File: src/rtl/fft_frame_ctrl.sv
// Frame sequencer for the 256-point FFT core: one-shot core config, then per-start
// packing of FFT_LEN ADC samples into the core input and output-stream supervision.
//
// state    | meaning
// ---------+----------------------------------------------------------
// CFG      | issue the one-cycle config pulse to the core
// IDLE     | wait for start; ADC samples are ignored
// LOAD     | capture FFT_LEN samples into the input holding register
// WAIT_OUT | check output bin indices, alarms, and the timeout timer
// DONE     | one-cycle frame_done pulse
module fft_frame_ctrl #(
    parameter int   FFT_LEN  = 256,
    parameter int   LEN_W    = 8,
    parameter int   DATA_W   = 8,
    parameter logic CFG_MODE = 1'b1,
    parameter int   TIMEOUT  = 4096
) (
    input  logic              fft_clk,
    input  logic              rst,
    input  logic              start,
    input  logic              ad_valid,
    input  logic [DATA_W-1:0] ad_data,
    output logic              s_tvalid,
    output logic [31:0]       s_tdata,
    output logic              s_tlast,
    input  logic              s_tready,
    output logic              cfg_tvalid,
    output logic              cfg_tdata,
    input  logic              m_tvalid,
    input  logic              m_tlast,
    input  logic [LEN_W-1:0]  m_tuser,
    input  logic [2:0]        alm,
    output logic              busy,
    output logic              frame_done,
    output logic [2:0]        err,
    output logic [15:0]       drop_cnt
);

    localparam int TMR_W = $clog2(TIMEOUT);
    localparam logic [LEN_W-1:0] IDX_LAST = LEN_W'(FFT_LEN - 1);

    typedef enum logic [2:0] {
        ST_CFG,
        ST_IDLE,
        ST_LOAD,
        ST_WAIT_OUT,
        ST_DONE
    } state_t;

    state_t             state;
    logic [LEN_W-1:0]   in_cnt;
    logic [LEN_W-1:0]   out_idx;
    logic               in_all;
    logic [TMR_W-1:0]   tmr;

    logic s_hs;
    logic ad_take;
    logic ad_drop;

    // Once the tlast sample is held, later ADC strobes are neither taken nor counted as drops.
    assign s_hs    = s_tvalid && s_tready;
    assign ad_take = (state == ST_LOAD) && ad_valid && !in_all && (!s_tvalid || s_tready);
    assign ad_drop = (state == ST_LOAD) && ad_valid && !in_all && s_tvalid && !s_tready;

    always_ff @(posedge fft_clk) begin
        if (rst) begin
            state      <= ST_CFG;
            s_tvalid   <= 1'b0;
            s_tdata    <= '0;
            s_tlast    <= 1'b0;
            cfg_tvalid <= 1'b0;
            cfg_tdata  <= 1'b0;
            busy       <= 1'b0;
            frame_done <= 1'b0;
            err        <= '0;
            drop_cnt   <= '0;
            in_cnt     <= '0;
            out_idx    <= '0;
            in_all     <= 1'b0;
            tmr        <= '0;
        end else begin
            cfg_tvalid <= 1'b0;
            cfg_tdata  <= 1'b0;
            frame_done <= 1'b0;

            if (ad_drop && drop_cnt != 16'hFFFF)
                drop_cnt <= drop_cnt + 16'd1;
            if (busy && alm != 3'b000)
                err[1] <= 1'b1;

            case (state)
                ST_CFG: begin
                    cfg_tvalid <= 1'b1;
                    cfg_tdata  <= CFG_MODE;
                    state      <= ST_IDLE;
                end
                ST_IDLE: begin
                    if (start) begin
                        err     <= '0;
                        in_cnt  <= '0;
                        out_idx <= '0;
                        in_all  <= 1'b0;
                        busy    <= 1'b1;
                        state   <= ST_LOAD;
                    end
                end
                ST_LOAD: begin
                    if (ad_take) begin
                        s_tvalid <= 1'b1;
                        s_tdata  <= {{(32-DATA_W){1'b0}}, ad_data};
                        s_tlast  <= (in_cnt == IDX_LAST);
                        in_cnt   <= in_cnt + 1'b1;
                        if (in_cnt == IDX_LAST)
                            in_all <= 1'b1;
                    end else if (s_hs) begin
                        s_tvalid <= 1'b0;
                        s_tlast  <= 1'b0;
                    end
                    if (s_hs && s_tlast) begin
                        tmr   <= TMR_W'(TIMEOUT - 1);
                        state <= ST_WAIT_OUT;
                    end
                end
                ST_WAIT_OUT: begin
                    if (m_tvalid) begin
                        if (m_tuser != out_idx || (m_tlast && out_idx != IDX_LAST))
                            err[0] <= 1'b1;
                        out_idx <= out_idx + 1'b1;
                    end
                    // A completing beat wins over a simultaneous timer expiry.
                    if (m_tvalid && m_tlast) begin
                        busy       <= 1'b0;
                        frame_done <= 1'b1;
                        state      <= ST_DONE;
                    end else if (tmr == '0) begin
                        err[2] <= 1'b1;
                        busy   <= 1'b0;
                        state  <= ST_IDLE;
                    end else begin
                        tmr <= tmr - 1'b1;
                    end
                end
                ST_DONE: begin
                    state <= ST_IDLE;
                end
                default: begin
                    state <= ST_CFG;
                end
            endcase
        end
    end

endmodule

File: config.mk
export PLATFORM = sky130hd
export DESIGN_NAME = fft_frame_ctrl
export DESIGN_NICKNAME = d
export VERILOG_FILES = /design/src/rtl/fft_frame_ctrl.sv
export SDC_FILE = /design/constraint.sdc
export NUM_CORES = 1
export LEC_CHECK = 0
export CAP_MARGIN = 10
export CORE_UTILIZATION = 53
export DETAILED_ROUTE_END_ITERATION = 7
export PLACE_DENSITY = 0.95
export SLEW_MARGIN = 25
export SYNTH_ARGS = -nofsm -noshare
export SYNTH_HDL_FRONTEND = slang
export SYNTH_SLANG_ARGS = --single-unit
File: constraint.sdc
create_clock -name fft_clk -period 5.5 [get_ports fft_clk]
set_input_delay 1.375 -clock fft_clk [delete_from_list [all_inputs] [get_ports fft_clk]]
set_output_delay 1.375 -clock fft_clk [all_outputs]
set_load 0.01 [all_outputs]
==> Word-level counts from Yosys, hierarchy flattened <==
Cells that the tools add are included.
{ "totals": {"register_bits": 64, "latchBits": 0, "ramBits": 0, "mem_bits_ro": 0, "in_bits": 26, "out_inout_bits": 57, "word_cells": 109, "n_memories": 0} }
{ "op_classes": {"add_sub_neg": 4, "mul": 0, "n_div": 0, "order_cmp": 0, "eq_ne": 18, "shifts": 0, "n_mux": 36, "bitwise": 1, "n_reduce_logical": 35} }
{ "op_table": {"columns": ["operator", "n"], "rows": [
  ["two-way mux 12 bit", 3],
  ["case mux 8 bit (2 select lines)", 2],
  ["two-way mux 8 bit", 3],
  ["case mux 12 bit (2 select lines)", 1],
  ["two-way mux 1 bit", 17],
  ["adder 16 x 1 -> 16 bit (second input constant)", 1],
  ["adder 8 x 1 -> 8 bit (second input constant)", 2],
  ["inequality test 16 bit (second input constant)", 1],
  ["AND reduction 4 bit", 4],
  ["two-way mux 3 bit", 5],
  ["inequality test 2 bit (second input constant)", 7],
  ["zero test 12 bit", 1],
  ["case mux 3 bit (4 select lines)", 1],
  ["AND reduction 3 bit", 4],
  ["subtractor 12 x 1 -> 12 bit (second input constant)", 1],
  ["logical AND 1 bit", 11],
  ["== test 8 bit (second input constant)", 1],
  ["inequality test 8 bit", 1],
  ["inequality test 8 bit (second input constant)", 1],
  ["case mux 1 bit (2 select lines)", 4],
  ["nonzero test 2 bit", 4],
  ["== test 3 x 2 -> 1 bit (second input constant)", 2],
  ["inequality test 2 x 1 -> 1 bit (second input constant)", 2],
  ["AND reduction 2 bit", 2],
  ["9 further kinds", 13]
]} }

==> Logic depth before layout (Yosys ltp) <==
Gate-level depths: netlist of the first run.
{ "logic_depth": {"word_depth": 6, "mapped_depth": 8, "mapped_depth_nobuf": 7} }

==> Least setup slack after synthesis of the first run <==
Ideal clock, no wire load.
{ "synth_timing": {"kind": "input to register", "from": "input ad_valid", "to": "register drop_cnt[13]", "setup_ns": 0.070, "arrival_ns": 2.760, "required_ns": 5.430, "setup_slack_ns": 2.669, "stages": 7, "n_path_buf": 2, "path_cell_list": "nor2b_1 clkbuf_1 nand3_2 a21o_1 buf_6 or4_1 a21oi_1"} }
{ "synth_between": {"elab_chain_len": 5} }
{ "synth_rtl": {"columns": ["item", "line", "rtl"], "rows": [
  ["start: declaration", "21", "input logic ad_valid,"],
  ["logical AND 1 bit (4 in a row)", "63", "assign ad_drop = (state == ST_LOAD) && ad_valid && !in_all && s_tvalid && !s_tready;"],
  ["logical AND 1 bit", "86", "if (ad_drop && drop_cnt != 16'hFFFF)"],
  ["end signal: assignment", "87", "drop_cnt <= drop_cnt + 16'd1;"],
  ["end: declaration", "36", "output logic [15:0] drop_cnt"]
]} }
Every way passes these cells.
A chain may end at the register's enable or synchronous reset.

==> Worst setup path after layout of the first run <==
{ "layout_timing": {"from": "input ad_valid", "to": "register drop_cnt[9]"} }
Same word-level chain as after synthesis.

==> results.sh, run 1 <==
export IMPL_status="completed"
export IMPL_syn_avg_cell_area_um2=8.29
export IMPL_syn_cell_area_mm2=0.00325
export IMPL_power_density_mw_per_mm2=295
export IMPL_synth_seq_cells=64
export IMPL_cp_slowest_cell="or4_1"
export IMPL_p_leak_nw=1.38
export IMPL_ys_seq_area_share_pct=39.4
export IMPL_vias_per_cell=5.67
export IMPL_p_int_uw=874
export IMPL_syn_to_final_growth_pct=23.4
export IMPL_fin_skew_ps=5.52
export IMPL_synth_xor_area_share_pct=7.54
export IMPL_ant_nets=0
export IMPL_cts_tree="done"
export IMPL_cts_repair_resized=0
export IMPL_path_clk_slew_ps=70
export IMPL_clockBufferDepth=2
export IMPL_drt_iter0_drc=111
export IMPL_synth_top_cell_by_area="dfxtp_1"
export IMPL_syn_inst=392
export IMPL_nFillCells=486
export IMPL_cpLargestDelayFamily="simple AND/OR/NAND/NOR gates"
export IMPL_yosys_top_cells_count="dfxtp_1, nand2_1, nor2_1, a21oi_1, buf_4"
export IMPL_wl_per_cell_um=13.3
export IMPL_synth_adder_area_share_pct=1.92
export IMPL_period_needed_ps=3180
export IMPL_root_buffer="clkbuf_8"
export IMPL_period_share_pct=57.7
export IMPL_max_freq_mhz=315
export IMPL_crit_path_start="ad_valid"
export IMPL_switching_share_pct=26.1
export IMPL_hold_viol=0
export IMPL_core_rowCount=28
export IMPL_nNetsFinal=474
export IMPL_ys_types=53
export IMPL_cp_cell_sequence="clkdlybuf4s50_1 -> nor2b_1 -> nand3_2 -> a21o_1 -> or4_1 -> a21oi_1"
export IMPL_end_kind="register"
export IMPL_slowest_delay_ps=500
export IMPL_synthSimpleGateAreaFrac_pct=26.0
export IMPL_path_depth=6
export IMPL_htree_levels=3
export IMPL_drv_slew=0
export IMPL_clk_latency_ps=350
export IMPL_p_seq_share_pct=42.5
export IMPL_critPathCapture="drop_cnt[9]"
export IMPL_synth_top_family_by_area="simple AND/OR/NAND/NOR gates"
export IMPL_r2r_cells=7
export IMPL_async_reset_ff_share_pct=0
export IMPL_vias=2966
export IMPL_setup_tns_ps=0
export IMPL_die_height_um=80.3
export IMPL_ir_worst_vdd_mv=0.269
export IMPL_first_global_vias=2660
export IMPL_setup_violations=0
export IMPL_drive_gt1_share_pct=5.80
export IMPL_synth_warnings=0
export IMPL_synthFlopType="dfxtp_1"
export IMPL_stdcell_area_mm2=0.00401
export IMPL_seqCellArea_mm2=0.00128
export IMPL_synth_most_common_cell="dfxtp_1"
export IMPL_dr_pass1_iters=5
export IMPL_synth_compound_area_share_pct=15.4
export IMPL_critPathKind="input port to register"
export IMPL_tightest_slew_ps=866
export IMPL_cp_max_fo=10
export IMPL_grt_max_degree=27
export IMPL_clockPowerShare_pct=42.8
export IMPL_grt_antenna_before_repair=0
export IMPL_start_util_pct=54.9
export IMPL_die_w_um=80.3
export IMPL_dpl_cell_area_mm2=0.00376
export IMPL_drc=0
export IMPL_cp_required_ps=5760
export IMPL_p_total_mw=1.18
export IMPL_critPathBufInv=1
export IMPL_track_usage_pct=23.4
export IMPL_timing_slew_headroom_pct=42.1
export IMPL_synth_top_area_share_pct=39.4
export IMPL_hp_class="register to register"
export IMPL_io_pins=83
export IMPL_cts_sinks=64
export IMPL_dpl_hpwl_mm=5.05
export IMPL_overflow=0
export IMPL_diodes=0
export IMPL_worstReg2RegStart="tmr[0]"
export IMPL_cts_buffers=9
export IMPL_routed_wl_mm=6.96
export IMPL_port_buffers=58
export IMPL_worst_endpoint_arrival_ps=3430
export IMPL_postCtsSetupBuffers=0
export IMPL_startpoint_type="input port"
export IMPL_coreArea_mm2=0.00592
export IMPL_r2r_slack_ps=3010
export IMPL_synth_edff_count=0
export IMPL_place_congestion=0.864
export IMPL_comb_power_share_pct=14.6
export IMPL_grt_pass1_wl_mm=11.7
export IMPL_power_switching_uw=309
export IMPL_rsz0062_at_grt="false"
export IMPL_multi_input_area_mm2=0.00175
export IMPL_die_area_mm2=0.00645
export IMPL_hold_buffers=0
export IMPL_yosys_top_cells_area="dfxtp_1, buf_4, a21oi_1"
export IMPL_max_cap_violations=0
export IMPL_final_util_pct=67.8
export IMPL_reg2reg_to="tmr[7]"
export IMPL_muxShareOfSynthArea_pct=0.308
-- power by group through the flow --
stage	clock network, mW	logic (mW)	registers, mW
2_1_floorplan	0	0.135	0.509
3_3_place_gp	0	0.164	0.512
3_5_place_dp	0	0.172	0.513
4_1_cts	0.514	0.173	0.503
5_1_grt	0.533	0.194	0.506
6_report	0.507	0.173	0.503
-- worst min-delay path by stage --
stage          slack (ps)    endpoint  startpoint  depth (start not counted)
6_report              460  s_tdata[3]  s_tdata[3]                          2
5_1_grt               470  s_tdata[7]  s_tdata[7]                          2
4_1_cts               460  s_tdata[2]  s_tdata[2]                          2
3_5_place_dp          450  s_tdata[2]  s_tdata[2]                          2
3_3_place_gp          440      in_all      in_all                          2
2_1_floorplan         430      in_all      in_all                          2
-- cell type report --
class	instances	area share [%]
multi-input combinational	299	43.7
sequential	64	31.9
timing repair buffer	60	14.8
clock buffer	10	3.43
clock inverter	6	2.87
tap	75	2.34
inverter	9	0.842
-- state kept, by name, summed over array words and instances, names as in the netlist --
register	count
in_all	1
drop_cnt	16
cfg_tdata	1
tmr	12
s_tlast	1
in_cnt	8
frame_done	1
out_idx	8
s_tvalid	1
busy	1
state	3
s_tdata	8
err	3
-- cell families (layout without fill, tap and decap cells) --
logic type | Yosys count | in the layout
simple gates | 162 | 162
compound gates | 79 | 79
mux | 1 | 1
xor+xnor | 28 | 28
buf+inv | 52 | 85
fa+ha+maj | 5 | 5
other cells | 1 | 24
flops | 64 | 64
-- cell usage in the layout, fill, tap and decap left out, types with 10 or more instances in the layout --
| cell | n |
|---|---|
| conb_1 | 24 |
| nor2_1 | 37 |
| xor2_1 | 12 |
| a21oi_1 | 33 |
| clkdlybuf4s50_1 | 58 |
| dfxtp_1 | 64 |
| clkbuf_8 | 10 |
| nor3_1 | 10 |
| xnor2_1 | 16 |
| nand3_1 | 16 |
| nand2_1 | 39 |
-- layer usage --
| metal | vias to the layer above | track usage (%) | wire length [µm] |
|---|---|---|---|
| li1 | 1444 | - | - |
| met1 | 1369 | 27.6 | 2840 |
| met2 | 133 | 39.3 | 3410 |
| met3 | 20 | 7.61 | 563 |
| met4 | 0 | 8.93 | 143 |
| met5 | - | 0 | 0 |
-- per-stage QoR --
| step | setup slack [ps] | cells | hold slack (ps) |
|---|---|---|---|
| 4_1_cts | 2360 | 523 | 463 |
| 5_1_grt | 2200 | 523 | 471 |
| 6_report | 2320 | 523 | 459 |
| 2_1_floorplan | 2670 | 415 | 426 |
| 3_5_place_dp | 2000 | 507 | 453 |
| 3_3_place_gp | 2050 | 507 | 438 |
-- worst register-to-register path: cells and delay by family, from the launching register on --
family / cells / cell delay [ps]
AO/OA/AOI/OAI: 3 / 1210
AND/OR/NAND/NOR: 2 / 610
flip-flops: 1 / 350
adder cells (fa/ha/maj): 1 / 150
buffers and inverters: 1 / 90
(Power assumes the default switching activity.)
==> run 2, diff against run 1 <==
--- a/config.mk
+++ b/config.mk
@@ -6,9 +6,9 @@
 export NUM_CORES = 1
 export LEC_CHECK = 0
 export CAP_MARGIN = 10
-export CORE_UTILIZATION = 53
+export CORE_UTILIZATION = 44
 export DETAILED_ROUTE_END_ITERATION = 7
-export PLACE_DENSITY = 0.95
+export PLACE_DENSITY = 0.85
 export SLEW_MARGIN = 25
 export SYNTH_ARGS = -nofsm -noshare
 export SYNTH_HDL_FRONTEND = slang
==> constraint.sdc (replaced) <==
create_clock -name fft_clk -period 2.8 [get_ports fft_clk]
set_input_delay 0.7 -clock fft_clk [delete_from_list [all_inputs] [get_ports fft_clk]]
set_output_delay 0.7 -clock fft_clk [all_outputs]
set_load 0.01 [all_outputs]
==> run 2 against run 1 <==
  * Cell area grew 0.97%
  * Hold slack lost 8.0 ps
  * Global-route usage shrank 3.8 points
  * Highest routed layer unchanged
==> results.sh, run 2 (same netlist as run 1, synthesis figures left out) <==
export IMPL_die_w_um=88.0
export IMPL_track_usage_pct=19.6
export IMPL_grt_pass1_wl_mm=11.8
export IMPL_io_pins=83
export IMPL_drive_gt1_share_pct=7.44
export IMPL_tightest_slew_ps=672
export IMPL_wl_per_cell_um=13.1
export IMPL_critPathKind="register to register"
export IMPL_instances_no_fill=553
export IMPL_postCtsSetupBuffers=0
export IMPL_fin_skew_ps=5.92
export IMPL_regMostFlops="drop_cnt"
export IMPL_reg2reg_to="tmr[11]"
export IMPL_dr_pass1_iters=4
export IMPL_hold_buffers=0
export IMPL_cts_tree="done"
export IMPL_die_height_um=88.0
export IMPL_core_rowCount=30
export IMPL_start_util_pct=46.6
export IMPL_htree_levels=3
export IMPL_p_total_mw=2.14
export IMPL_drv_slew=0
export IMPL_cts_buffers=9
export IMPL_power_density_mw_per_mm2=527
export IMPL_overflow=0
export IMPL_place_congestion=0.867
export IMPL_max_cap_violations=0
export IMPL_grt_max_degree=22
export IMPL_hold_viol=0
export IMPL_status="completed"
export IMPL_hold_ws_ps=451
export IMPL_startpoint_type="register"
export IMPL_period_share_pct=86.0
export IMPL_setup_tns_ps=0
export IMPL_nNetsFinal=483
export IMPL_setup_slack_ps=391
export IMPL_syn_to_final_growth_pct=24.6
export IMPL_path_clk_slew_ps=70
export IMPL_final_common_cell="dfxtp_1"
export IMPL_end_kind="register"
export IMPL_cp_max_fo=12
export IMPL_vias=2977
export IMPL_setup_violations=0
export IMPL_r2r_cells=8
export IMPL_drc=0
export IMPL_routed_wl_mm=7.25
export IMPL_cp_required_ps=3070
export IMPL_cts_repair_resized=0
export IMPL_final_cell_mix="dfxtp_1, clkdlybuf4s50_1, nand2_1, nor2_1, a21oi_1"
export IMPL_vias_per_cell=5.38
export IMPL_ant_nets=0
export IMPL_crit_path_start="tmr[0]"
export IMPL_dpl_hpwl_mm=5.14
export IMPL_period_needed_ps=2410
export IMPL_largest_reg_flops=16
export IMPL_hp_class="register to register"
export IMPL_grt_antenna_before_repair=0
export IMPL_root_buffer="clkbuf_8"
export IMPL_diodes=0
export IMPL_clk_latency_ps=350
export IMPL_die_area_mm2=0.00774
export IMPL_rsz0062_at_grt="false"
export IMPL_dp_cells=537
export IMPL_reg_top3="drop_cnt: 16 flops, tmr: 12 flops"
export IMPL_coreArea_mm2=0.00698
export IMPL_cts_sinks=64
export IMPL_max_freq_mhz=415
export IMPL_port_buffers=58
export IMPL_timing_slew_headroom_pct=54.9
export IMPL_ir_worst_vdd_mv=0.411
export IMPL_first_global_vias=2699
export IMPL_drt_iter0_drc=136
export IMPL_r2r_slack_ps=390
export IMPL_worst_endpoint_arrival_ps=2680
export IMPL_dp_slack_ps=59.6
export IMPL_worstReg2RegStart="tmr[0]"
export IMPL_clockBufferDepth=2
export IMPL_p_leak_nw=1.40
export IMPL_critPathCapture="tmr[11]"
run 2: power by group:
part	total, mW	internal [mW]	switching [mW]
registers	0.990	0.947	0.0426
clock network	0.793	0.434	0.359
logic	0.352	0.158	0.194
total	2.14	1.54	0.596
run 2: worst min path at each step:
stage                          start    endpoint  slack, ps  depth (start not counted)
after CTS                     in_all      in_all        450                          2
final                         in_all      in_all        450                          2
after global routing      s_tdata[6]  s_tdata[6]        470                          2
after detailed placement      in_all      in_all        440                          2
after global placement        in_all      in_all        440                          2
after floorplan               in_all      in_all        430                          2
run 2: metrics by stage:
stage	utilization, %	area, µm²
3_5_place_dp	55.2	3850
2_1_floorplan	-	3340
4_1_cts	58.0	4050
6_report	58.0	4050
3_3_place_gp	55.2	3850
5_1_grt	58.0	4050
run 2: layout make-up:
type | count | area (µm²)
Inverter | 9 | 33.8
Tap cell | 96 | 120
Clock buffer | 11 | 141
Sequential cell | 64 | 1280
Fill cell | 632 | 2930
Multi-Input combinational cell | 299 | 1750
Clock inverter | 5 | 56.3
Timing Repair Buffer | 69 | 663
run 2: critical path: stages, from the launching register on:
cell and delay [ps]:
dfxtp_1 350, inv_1 90, ha_1 140, nor4b_1 480, a31oi_1 210, o21ai_1 580
buf_4 240, o31ai_1 60, a31oi_1 180
run 2: routing by layer:
metal / up-vias / global-route usage [%] / share of wire (%)
met4: 0 / 10.1 / 2.3
li1: 1464 / - / -
met3: 15 / 5.56 / 6.5
met5: - / 0 / 0
met1: 1381 / 22.7 / 43
met2: 117 / 33.1 / 48
==> run 3, diff against run 2 <==
--- a/config.mk
+++ b/config.mk
@@ -6,9 +6,9 @@
 export NUM_CORES = 1
 export LEC_CHECK = 0
 export CAP_MARGIN = 10
-export CORE_UTILIZATION = 44
+export CORE_UTILIZATION = 49
 export DETAILED_ROUTE_END_ITERATION = 7
-export PLACE_DENSITY = 0.85
+export PLACE_DENSITY = 0.89
 export SLEW_MARGIN = 25
 export SYNTH_ARGS = -nofsm -noshare
 export SYNTH_HDL_FRONTEND = slang
==> constraint.sdc (replaced) <==
create_clock -name fft_clk -period 2.7 [get_ports fft_clk]
set_input_delay 0.675 -clock fft_clk [delete_from_list [all_inputs] [get_ports fft_clk]]
set_output_delay 0.675 -clock fft_clk [all_outputs]
set_load 0.01 [all_outputs]
==> run 3 against run 2 <==
  * Cell count is 2.9% lower
  * Largest cell class unchanged
  * Largest power group unchanged
  * Sequential power increased by 4%
  * Power is 11% higher
  * Non-clock buffer count is 3 higher
  * Critical path type is now input port to register
  * Sequential share of layout area down 0.28 points
==> results.sh, run 3 (same netlist as run 1, synthesis figures left out) <==
export IMPL_drt_iter0_drc=148
export IMPL_clockBufferDepth=2
export IMPL_dpl_cell_area_mm2=0.00385
export IMPL_overflow=0
export IMPL_root_buffer="clkbuf_8"
export IMPL_period_needed_ps=2250
export IMPL_hold_ws_ps=454
export IMPL_wl_met1_mm=3.03
export IMPL_worst_endpoint_arrival_ps=2520
export IMPL_p_leak_nw=1.43
export IMPL_max_cap_violations=0
export IMPL_timing_slew_headroom_pct=55.4
export IMPL_hold_viol=0
export IMPL_worstReg2RegStart="tmr[0]"
export IMPL_cts_sinks=64
export IMPL_ir_worst_vdd_mv=0.490
export IMPL_postCtsSetupBuffers=0
export IMPL_status="completed"
export IMPL_hp_class="register to register"
export IMPL_grt_antenna_before_repair=0
export IMPL_hold_path_end="s_tdata[4]"
export IMPL_power_density_mw_per_mm2=582
export IMPL_nNetsFinal=486
export IMPL_final_cell_mix="dfxtp_1, clkdlybuf4s50_1, nand2_1, nor2_1, a21oi_1"
export IMPL_ant_nets=0
export IMPL_tightest_slew_ps=666
export IMPL_die_w_um=83.5
export IMPL_p_total_mw=2.38
export IMPL_setup_slack_ps=455
export IMPL_cts_buffers=9
export IMPL_drv_slew=0
export IMPL_cp_cell_sequence="clkdlybuf4s50_1 -> nor2b_1 -> nand3_2 -> a21o_1 -> or4_1 -> a21oi_1"
export IMPL_hp_start="s_tdata[4]"
export IMPL_die_height_um=83.5
export IMPL_clk_latency_ps=350
export IMPL_coreArea_mm2=0.00639
export IMPL_end_kind="register"
export IMPL_first_global_vias=2807
export IMPL_cp_required_ps=2980
export IMPL_fin_skew_ps=5.85
export IMPL_path_clk_slew_ps=70
export IMPL_routed_wl_mm=7.26
export IMPL_dpl_hpwl_mm=5.34
export IMPL_max_freq_mhz=445
export IMPL_drive_gt1_share_pct=8.04
export IMPL_grt_max_degree=27
export IMPL_cp_max_fo=10
export IMPL_vias_per_cell=5.57
export IMPL_grt_pass1_wl_mm=12.2
export IMPL_met2_length_mm=3.58
export IMPL_syn_to_final_growth_pct=25.7
export IMPL_reg_top3="drop_cnt: 16 flops, tmr: 12 flops"
export IMPL_stdcell_area_mm2=0.00409
export IMPL_rsz0062_at_grt="false"
export IMPL_wl_per_cell_um=13.5
export IMPL_cp_slowest_cell="or4_1"
export IMPL_setup_violations=0
export IMPL_cts_tree="done"
export IMPL_drc=0
export IMPL_wl_met3_um=523
export IMPL_critPathBufInv=1
export IMPL_period_share_pct=83.2
export IMPL_htree_levels=3
export IMPL_critPathKind="input port to register"
export IMPL_reg2reg_to="tmr[7]"
export IMPL_port_buffers=58
export IMPL_dr_pass1_iters=4
export IMPL_top_layer="met4"
export IMPL_core_rowCount=29
export IMPL_diodes=0
export IMPL_setup_tns_ps=0
export IMPL_start_util_pct=50.9
export IMPL_hold_buffers=0
export IMPL_track_usage_pct=21.6
export IMPL_path_depth=6
export IMPL_r2r_cells=8
export IMPL_dp_slack_ps=89.5
export IMPL_slowest_delay_ps=530
export IMPL_startpoint_type="input port"
export IMPL_io_pins=83
export IMPL_r2r_slack_ps=550
export IMPL_die_area_mm2=0.00696
export IMPL_cpLargestDelayFamily="simple AND/OR/NAND/NOR gates"
export IMPL_regMostFlops="drop_cnt"
export IMPL_largest_reg_flops=16
export IMPL_final_common_cell="dfxtp_1"
export IMPL_vias=2993
export IMPL_whs_path_depth=2
export IMPL_cts_repair_resized=0
export IMPL_place_congestion=0.880
==> run 3: worst max-delay path by stage <==
stage / startpoint / endpoint / slack [ps]
floorplan: ad_valid / drop_cnt[13] / 570
detailed placement: ad_valid / drop_cnt[13] / 90
finish: ad_valid / drop_cnt[13] / 450
global route: tmr[0] / tmr[7] / 310
CTS: ad_valid / drop_cnt[13] / 450
global placement: ad_valid / drop_cnt[13] / 130
==> run 3: worst min-delay path, cell delays in order (launching register included) <==
cell,delay [ps]
dfxtp_1,310
nand2_1,50
a21oi_1,50
==> run 3: metrics by stage <==
step	std cells	utilization (%)
6_report	537	64.0
5_1_grt	537	64.0
4_1_cts	537	64.0
3_5_place_dp	521	60.3
3_3_place_gp	521	60.3
2_1_floorplan	415	-
==> run 3: layer usage <==
metal  up-vias  track usage, %
li1       1476               -
met1      1367            25.3
met2       138            37.3
met3        12            7.02
met4         0            7.40
met5         -               0
==> run 3: where the power goes <==
group,switching (mW),total (mW),leakage (nW),internal [mW]
clock network,0.366,0.976,0.116,0.610
registers,0.0433,1.03,0.518,0.983
logic,0.204,0.375,0.791,0.171
total,0.614,2.38,1.43,1.76
==> run 3: layout make-up <==
| type | instances | area (µm²) |
|---|---|---|
| fill | 551 | 2300 |
| multi-input combinational | 299 | 1750 |
| tap | 77 | 96.3 |
| inverter | 9 | 33.8 |
| clock inverter | 6 | 108 |
| clock buffer | 10 | 128 |
| sequential | 64 | 1280 |
| timing repair buffer | 72 | 686 |
